### config.mk
export PLATFORM = sky130hd
export DESIGN_NAME = uart_rx
export DESIGN_NICKNAME = d
export VERILOG_FILES = /design/src/rtl/uart_pkg.sv /design/src/rtl/uart_sync_2ff.sv /design/src/rtl/uart_rx.sv
export SDC_FILE = /design/constraint.sdc
export NUM_CORES = 1
export LEC_CHECK = 0
export ABC_AREA = 1
export CAP_MARGIN = 30
export CELL_PAD_IN_SITES_DETAIL_PLACEMENT = 0
export CELL_PAD_IN_SITES_GLOBAL_PLACEMENT = 1
export CORE_AREA = 5 5 72 74
export DETAILED_ROUTE_END_ITERATION = 6
export DIE_AREA = 0 0 77 79
export DONT_BUFFER_PORTS = 1
export PLACE_DENSITY = 0.76
export SLEW_MARGIN = 20
export SYNTH_ARGS = -nofsm -noshare
export SYNTH_HDL_FRONTEND = slang
export SYNTH_HIERARCHICAL = 1
export SYNTH_SLANG_ARGS = --single-unit
### constraint.sdc
create_clock -name clk -period 1.4 [get_ports clk]
set_input_delay 0.14 -clock clk [delete_from_list [all_inputs] [get_ports clk]]
set_output_delay 0.14 -clock clk [all_outputs]
set_load 0.01 [all_outputs]
### src/rtl/uart_pkg.sv
// uart_pkg: shared UART definitions (receiver now, transmitter later).
//   rx_state_e    : receiver FSM state encoding (3 bits)
//   ticks_per_bit : clocks per bit for a given clock frequency and baud rate
package uart_pkg;

  typedef enum logic [2:0] {
    IDLE   = 3'd0,
    START  = 3'd1,
    DATA   = 3'd2,
    PARITY = 3'd3,
    STOP   = 3'd4
  } rx_state_e;

  function automatic int ticks_per_bit(input int clk_freq, input int baud);
    return clk_freq / baud;
  endfunction

endpackage

### src/rtl/uart_sync_2ff.sv
// uart_sync_2ff: two-flop synchroniser for an asynchronous level input.
// Both stages reset to 1, which matches an idle-high serial line.
//   clk, rst_n : clock, async active-low reset
//   i_async    : asynchronous input
//   o_sync     : synchronised output (second stage)
module uart_sync_2ff (
  input  logic clk,
  input  logic rst_n,
  input  logic i_async,
  output logic o_sync
);

  logic r_meta;
  logic r_sync;

  always_ff @(posedge clk or negedge rst_n) begin
    if (!rst_n) begin
      r_meta <= 1'b1;
      r_sync <= 1'b1;
    end else begin
      r_meta <= i_async;
      r_sync <= r_meta;
    end
  end

  assign o_sync = r_sync;

endmodule

### src/rtl/uart_rx.sv
// uart_rx: 8N1 UART receiver with an AXI-Stream master output.
// Each bit is sampled once near its centre using a clock-tick counter.
// Optional build macro UART_RX_PARITY_EN switches the frame to 8E1 and adds
// the parity_err output.
//   clk, rst_n   : clock, async active-low reset
//   rx_data      : serial input, idle high, asynchronous to clk
//   axis_tdata   : received byte, stable while axis_tvalid is high
//   axis_tvalid  : byte available, held until accepted
//   axis_tready  : downstream accept
//   frame_err    : 1-cycle pulse, stop bit sampled low
//   overrun      : 1-cycle pulse, complete byte dropped because output was full
//   parity_err   : (UART_RX_PARITY_EN only) 1-cycle pulse on parity mismatch
module uart_rx
  import uart_pkg::*;
#(
  parameter int CLK_FREQ  = 25_000_000,
  parameter int BAUD_RATE = 115200
) (
  input  logic       clk,
  input  logic       rst_n,
  input  logic       rx_data,
  output logic [7:0] axis_tdata,
  output logic       axis_tvalid,
  input  logic       axis_tready,
  output logic       frame_err,
  output logic       overrun
`ifdef UART_RX_PARITY_EN
 ,output logic       parity_err
`endif
);

  localparam int N_TICKS    = ticks_per_bit(CLK_FREQ, BAUD_RATE);
  localparam int HALF_TICKS = N_TICKS / 2;
  localparam int CNT_W      = $clog2(N_TICKS);

  logic             w_rx_s;
  logic             r_rx_prev;
  rx_state_e        r_state, w_state_nxt;
  logic [CNT_W-1:0] r_cnt, w_cnt_nxt;
  logic [2:0]       r_idx, w_idx_nxt;
  logic [7:0]       r_shreg, w_shreg_nxt;
  logic             w_byte_done;
  logic             w_stop_bad;
  logic             w_bit_end;
  logic [7:0]       r_tdata;
  logic             r_tvalid;
  logic             r_frame_err;
  logic             r_overrun;
`ifdef UART_RX_PARITY_EN
  logic             r_par_bad, w_par_bad_nxt;
  logic             w_par_err;
  logic             r_parity_err;
`endif

  uart_sync_2ff u_sync (
    .clk    (clk),
    .rst_n  (rst_n),
    .i_async(rx_data),
    .o_sync (w_rx_s)
  );

  assign w_bit_end = (r_cnt == CNT_W'(N_TICKS - 1));

  always_comb begin
    w_state_nxt = r_state;
    w_cnt_nxt   = r_cnt + 1'b1;
    w_idx_nxt   = r_idx;
    w_shreg_nxt = r_shreg;
    w_byte_done = 1'b0;
    w_stop_bad  = 1'b0;
`ifdef UART_RX_PARITY_EN
    w_par_bad_nxt = r_par_bad;
    w_par_err     = 1'b0;
`endif
    case (r_state)
      IDLE: begin
        w_cnt_nxt = '0;
        w_idx_nxt = '0;
`ifdef UART_RX_PARITY_EN
        w_par_bad_nxt = 1'b0;
`endif
        // Needs a high-to-low transition; a line stuck low never retriggers.
        if (r_rx_prev && !w_rx_s) w_state_nxt = START;
      end
      START: begin
        if (r_cnt == CNT_W'(HALF_TICKS - 1)) begin
          w_cnt_nxt   = '0;
          // High at the start-bit centre means a glitch: drop it silently.
          w_state_nxt = w_rx_s ? IDLE : DATA;
        end
      end
      DATA: begin
        if (w_bit_end) begin
          w_cnt_nxt            = '0;
          w_shreg_nxt[r_idx]   = w_rx_s;
          w_idx_nxt            = r_idx + 3'd1;
`ifdef UART_RX_PARITY_EN
          if (r_idx == 3'd7) w_state_nxt = PARITY;
`else
          if (r_idx == 3'd7) w_state_nxt = STOP;
`endif
        end
      end
`ifdef UART_RX_PARITY_EN
      PARITY: begin
        if (w_bit_end) begin
          w_cnt_nxt   = '0;
          w_state_nxt = STOP;
          if (w_rx_s != ^r_shreg) begin
            w_par_err     = 1'b1;
            w_par_bad_nxt = 1'b1;
          end
        end
      end
`endif
      STOP: begin
        if (w_bit_end) begin
          w_cnt_nxt   = '0;
          w_state_nxt = IDLE;
          w_stop_bad  = !w_rx_s;
`ifdef UART_RX_PARITY_EN
          w_byte_done = w_rx_s && !r_par_bad;
`else
          w_byte_done = w_rx_s;
`endif
        end
      end
      default: begin
        w_state_nxt = IDLE;
        w_cnt_nxt   = '0;
      end
    endcase
  end

  always_ff @(posedge clk or negedge rst_n) begin
    if (!rst_n) begin
      r_state     <= IDLE;
      r_cnt       <= '0;
      r_idx       <= '0;
      r_shreg     <= '0;
      r_rx_prev   <= 1'b1;
      r_tdata     <= '0;
      r_tvalid    <= 1'b0;
      r_frame_err <= 1'b0;
      r_overrun   <= 1'b0;
`ifdef UART_RX_PARITY_EN
      r_par_bad    <= 1'b0;
      r_parity_err <= 1'b0;
`endif
    end else begin
      r_state     <= w_state_nxt;
      r_cnt       <= w_cnt_nxt;
      r_idx       <= w_idx_nxt;
      r_shreg     <= w_shreg_nxt;
      r_rx_prev   <= w_rx_s;
      r_frame_err <= w_stop_bad;
      r_overrun   <= w_byte_done && r_tvalid && !axis_tready;
`ifdef UART_RX_PARITY_EN
      r_par_bad    <= w_par_bad_nxt;
      r_parity_err <= w_par_err;
`endif
      // A new byte may replace the held one only if it is leaving this cycle.
      if (w_byte_done && (!r_tvalid || axis_tready)) begin
        r_tdata  <= r_shreg;
        r_tvalid <= 1'b1;
      end else if (r_tvalid && axis_tready) begin
        r_tvalid <= 1'b0;
      end
    end
  end

  assign axis_tdata  = r_tdata;
  assign axis_tvalid = r_tvalid;
  assign frame_err   = r_frame_err;
  assign overrun     = r_overrun;
`ifdef UART_RX_PARITY_EN
  assign parity_err  = r_parity_err;
`endif

endmodule

== Word level (Yosys, flattened, before mapping) ==
Cells that the tools add are included.
Storage, ports and cells
  register bits after elaboration: 36
  input bits: 4
  output and inout port bits: 11
  logic and storage cells: 64
Operators by class
  $add $sub $neg: 2
  magnitude comparators: 2
  eq/ne operators: 11
  multiplexer cells: 21
  reductions and logical operators: 17
Operator list (number)
  3-bit 2-to-1 mux: 6
  8-bit 2-to-1 mux: 2
  8-bit one-hot mux with 2 select lines: 1
  3-bit one-hot mux with 4 select lines: 1
  2-bit inequality test (second input constant): 5
  8-bit by 1-bit adder with 8-bit output (second input constant): 1
  8-bit bitwise mux: 1
  8-bit by 7-bit equality test with 1-bit output (second input constant): 1
  8-bit equality test (second input constant): 1
  1-bit 2-to-1 mux: 7
  3-bit equality test (second input constant): 2
  1-bit logical AND: 6
  3-bit one-hot mux with 2 select lines: 1
  5-bit AND reduction: 1
  3-bit by 4-bit less-than comparator with 1-bit output (second input constant): 1
  2-bit AND reduction: 2
  2-bit nonzero test: 2
  3-bit by 1-bit adder with 3-bit output (second input constant): 1
  1-bit demux with 3-bit select: 1
  3-bit by 1-bit equality test with 1-bit output (second input constant): 1
  3-bit by 2-bit equality test with 1-bit output (second input constant): 1
  3-bit by 1-bit >= comparator with 1-bit output (second input constant): 1
  1-bit zero test: 3
  3-bit zero test: 1
  other kinds (3): 3

== Logic depth before layout (Yosys ltp) ==
  word-level depth: 5
  depth in mapped cells: 10
  depth with buffers taken out: 10

== By module ==
The synthesis kept the hierarchy.
By module, submodules not included
  uart_rx: instances 1, cells each 190, area each 1654.1 um^2
  uart_sync_2ff: instances 1, cells each 2, area each 52.6 um^2

== Least setup slack after synthesis ==
Ideal clock, no wire load.
  kind: flip-flop to flip-flop
  start point: register r_cnt[0]
  end point: register r_tdata[6], in the netlist axis_tdata[6]
  library setup time: 0.117 ns
  arrival: 1.322 ns
  data required time: 1.283 ns
  slack: -0.039 ns
  stages on the path, launching flop included: 11
  buffers on the path: 1
  path through: dfrtp_1 -> inv_1 -> ha_1 -> nand2_1 -> nor2_4 -> nand2_4 -> inv_4 -> nand4_4 -> buf_6 -> nand2_2 -> o21ai_2
On the way
  longest elaborated chain between the ends: 4
RTL lines
  start: declaration: RTL line uart_rx.sv:39  | logic [CNT_W-1:0] r_cnt, w_cnt_nxt;
  start signal: assignment: RTL line uart_rx.sv:152  | r_cnt <= w_cnt_nxt;
  8-bit equality test: RTL line uart_rx.sv:62  | assign w_bit_end = (r_cnt == CNT_W'(N_TICKS - 1));
  1-bit 2-to-1 mux: RTL line uart_rx.sv:117  | if (w_bit_end) begin
  1-bit 2-to-1 mux: RTL line uart_rx.sv:75  | case (r_state)
  1-bit logical AND: RTL line uart_rx.sv:163  | if (w_byte_done && (!r_tvalid || axis_tready)) begin
  end signal: assignment: RTL line uart_rx.sv:164  | r_tdata <= r_shreg;
  end: declaration: RTL line uart_rx.sv:45  | logic [7:0] r_tdata;
No other way between the ends.
A chain may end at the register's enable or synchronous reset.

== Final worst setup path ==
  start point: register r_cnt[0]
  end point: register r_idx[1]
On the way
  longest elaborated chain between the ends: 3
RTL lines
  8-bit equality test: RTL line uart_rx.sv:62
  2-bit inequality test (no source line)
  2-bit AND reduction (no source line)
  end signal: assignment: RTL line uart_rx.sv:153  | r_idx <= w_idx_nxt;
  end: declaration: RTL line uart_rx.sv:40  | logic [2:0] r_idx, w_idx_nxt;
No other way between the ends.

==> results_dict.tcl <==
set metrics [dict create \
    ir_worst_vdd_uv 1100 \
    rr_startpoint "r_cnt[0]$_DFF_PN0_" \
    synth.largest_area_cell "dfrtp_1" \
    hp-class "in2reg" \
    yosys_warnings 6 \
    portBuffers 0 \
    cts.sinks 36 \
    dr.pass1.iters 4 \
    routed_wl_um 3170 \
    place_hpwl_um 2260 \
    syn-cell-area_um2 1710 \
    nNetsFinal 226 \
    max_freq_mhz 681 \
    final_cell_count_no_fill 273 \
    reg2reg_to "r_idx[1]$_DFFE_PN0P_" \
    clockBufferDepth 2 \
    post-route-cell-area_um2 2130 \
    dp_cells 258 \
    p_leak_nw 1.01 \
    synth-seq-cells 36 \
    outcome "finished with violations" \
    grt_overflow 0 \
    num_rows 25 \
    avgSynthCellArea_um2 8.89 \
    ant_nets 0 \
    seq_area_frac_synth_pct 53.0 \
    synth_area_leaders "dfrtp_1, nand2_1, inv_1" \
    yosys.cell_types.count 27 \
    num_vias 1258 \
    grt_pass1_vias 1251 \
    cp_max_fo 7 \
    die_h_um 79 \
    syn_nets 200 \
    antenna_cells 0 \
    report.final.hold_viol_count 0 \
    drv_cap 0 \
    setup_violations 21 \
    hold_path_depth 3 \
    fin_util_pct 47.0 \
    hold_start "axis_tready" \
    place_congestion 0.732 \
    worst_pin_slew_ns 0.329 \
    hold_end "overrun$_DFF_PN0_" \
    area_growth_pct 25.0 \
    worst-setup-path-type "reg2reg" \
    grt_pass1_wl_um 5570 \
    die-area_um2 6080 \
    core_um2 4540 \
    netlist_instances 192 \
    power.density_nw_per_um2 1360 \
    timing.final.ws_setup_ns -0.0689 \
    synth_top_area_share_pct 48.4 \
    cts_buffers 5 \
    path_clk_slew_ns 0.07 \
    finalCritPeriodShare_pct 105 \
    fin_skew_ns 0.00536 \
    cts_tree "done" \
    reg2reg_setup_slack_ns -0.07 \
    io_pins 15 \
    violations "setup timing" \
    chipWidth_um 77 \
    wl_per_cell_um 11.6 \
    cp-end-kind "flip-flop" \
    crit_path_start_kind "flip-flop" \
    tns_ns -0.765 \
    drive_gt1_share_pct 31.1 \
    viasPerCell 4.61 \
    total_power_mw 2.89 \
    arrival_ns 1.66 \
    start_util_pct 37.6 \
    grt_max_degree 37 \
    fin_crit_ns 1.47 \
    drc 0 \
    cts-htree-levels 2 \
    rsz0062_at_grt "true" \
    grt_use_total_pct 11.4 \
    clock_latency_ns 0.28 \
    finalMaxSlewViolations 0 \
    r2r_cells 9 \
    drt_first_iter_violations 38 \
    cp.required_ns 1.59 \
    antenna_found_initial 0 \
    cts-root-buf "clkbuf_8" \
    max_slew_margin_pct 77.9 \
    placed_area_um2 1880 \
]
==> cells by family after synthesis <==
group                      share of synthesized area, %
adders and majority gates                          2.93
xor gates and xnor gates                           1.03
DFF                                                53.0
buffers and inverters                              8.06
and+or+nand+nor                                    25.1
AOI/OAI and AO/OA                                  9.82
==> synthesized netlist by cell type <==
master	count
nand2_2	2
inv_1	30
o211ai_1	1
nand3_2	1
nor2_2	2
buf_6	1
inv_4	1
nor2_1	19
nor4_1	1
nand2_4	1
o21ai_2	9
nand4_1	1
inv_2	2
nand2_1	40
dfrtp_1	33
xor2_1	1
dfstp_2	3
nor3_1	3
ha_1	4
o21ai_0	12
nand3_1	18
a21oi_1	1
o21ai_1	1
nor2_4	2
xnor2_1	1
nand4_4	1
o21bai_2	1
==> per-layer routing <==
metal	wire length (um)	global-route usage, %	up-vias
li1	-	-	661
met1	1550	14.6	580
met2	1510	18.1	15
met3	88	3.51	2
met4	22	4.12	0
met5	0	0	-
==> power breakdown <==
part	leakage (nW)	internal, mW	switching (mW)
registers	0.487	1.12	0.0495
logic	0.470	0.321	0.519
clock network	0.0541	0.526	0.360
total	1.01	1.96	0.929
==> repair_timing <==
item | in CTS | in global routing
pin swaps | 1 | 2
endpoints found under the setup margin | 22 | 31
gates cloned | 0 | 0
hold endpoints to repair | 37 | 0
resized for setup | 2 | 21
buffers inserted | 1 | 3
hold buffers | 3 | 0
==> worst max-delay path, cell delays in order, from the launching register on <==
cell      delay (ns)
dfrtp_1         0.40
inv_1           0.06
ha_1            0.15
nand2_2         0.06
nor2_4          0.10
nand2_4         0.10
buf_4           0.16
o21bai_4        0.19
nand3_1         0.09
o21ai_0         0.09
==> cell usage in the layout (no fill, tap or decap), types with 2 or more instances in the layout <==
cell type      Yosys  layout
ha_1               4       4
buf_4              0      15
inv_4              1       2
nand3_2            1       6
clkbuf_8           0       5
nor2_1            19      12
nor3_1             3       3
buf_12             0       2
o21ai_0           12      10
dfstp_2            3       3
dlygate4sd3_1      0       2
nand3_1           18      13
inv_2              2       2
nand2_1           40      36
o21ai_1            1       3
nor2_2             2       8
o21ai_2            9       8
nor2_4             2       3
nand2_2            2       6
inv_1             30      29
dfrtp_1           33      33
==> metrics by stage <==
stage | hold slack, ns | setup WS [ns]
floorplan | -0.156 | -0.0130
global placement | -0.155 | -0.0107
detailed placement | -0.155 | -0.0457
CTS | 0.140 | -0.0544
global route | 0.151 | -0.209
finish | 0.144 | -0.0689
==> sequential cells by signal, summed over array words and instances, names as in the netlist <==
signal and cells:
axis_tdata 8, axis_tvalid 1, frame_err 1, overrun 1, r_cnt 8, r_idx 3, r_rx_prev 1, r_shreg 8
r_state 3, u_sync/o_sync 1, u_sync/r_meta 1
==> how the worst max path moves through the flow <==
stage,start,endpoint,slack (ns),cells after the start
after detailed placement,r_cnt[0]$_DFF_PN0_,axis_tdata[7]$_DFFE_PN0P_,-0.05,10
after CTS,r_cnt[0]$_DFF_PN0_,axis_tdata[7]$_DFFE_PN0P_,-0.05,10
after global routing,r_cnt[0]$_DFF_PN0_,r_idx[1]$_DFFE_PN0P_,-0.21,9
final,r_cnt[0]$_DFF_PN0_,r_idx[1]$_DFFE_PN0P_,-0.07,9
after global placement,r_cnt[1]$_DFF_PN0_,r_shreg[6]$_DFFE_PN0P_,-0.01,9
after floorplan,r_cnt[0]$_DFF_PN0_,axis_tdata[6]$_DFFE_PN0P_,-0.01,10
==> area by class of cell <==
class | instances | area, um^2
clock inverter | 3 | 42.5
multi-input combinational | 122 | 737
fill | 423 | 2400
sequential | 36 | 905
clock buffer | 5 | 68.8
timing repair buffer | 20 | 184
inverter | 33 | 129
tap | 54 | 67.6
No activity file was read; power rests on OpenSTA's default activity.
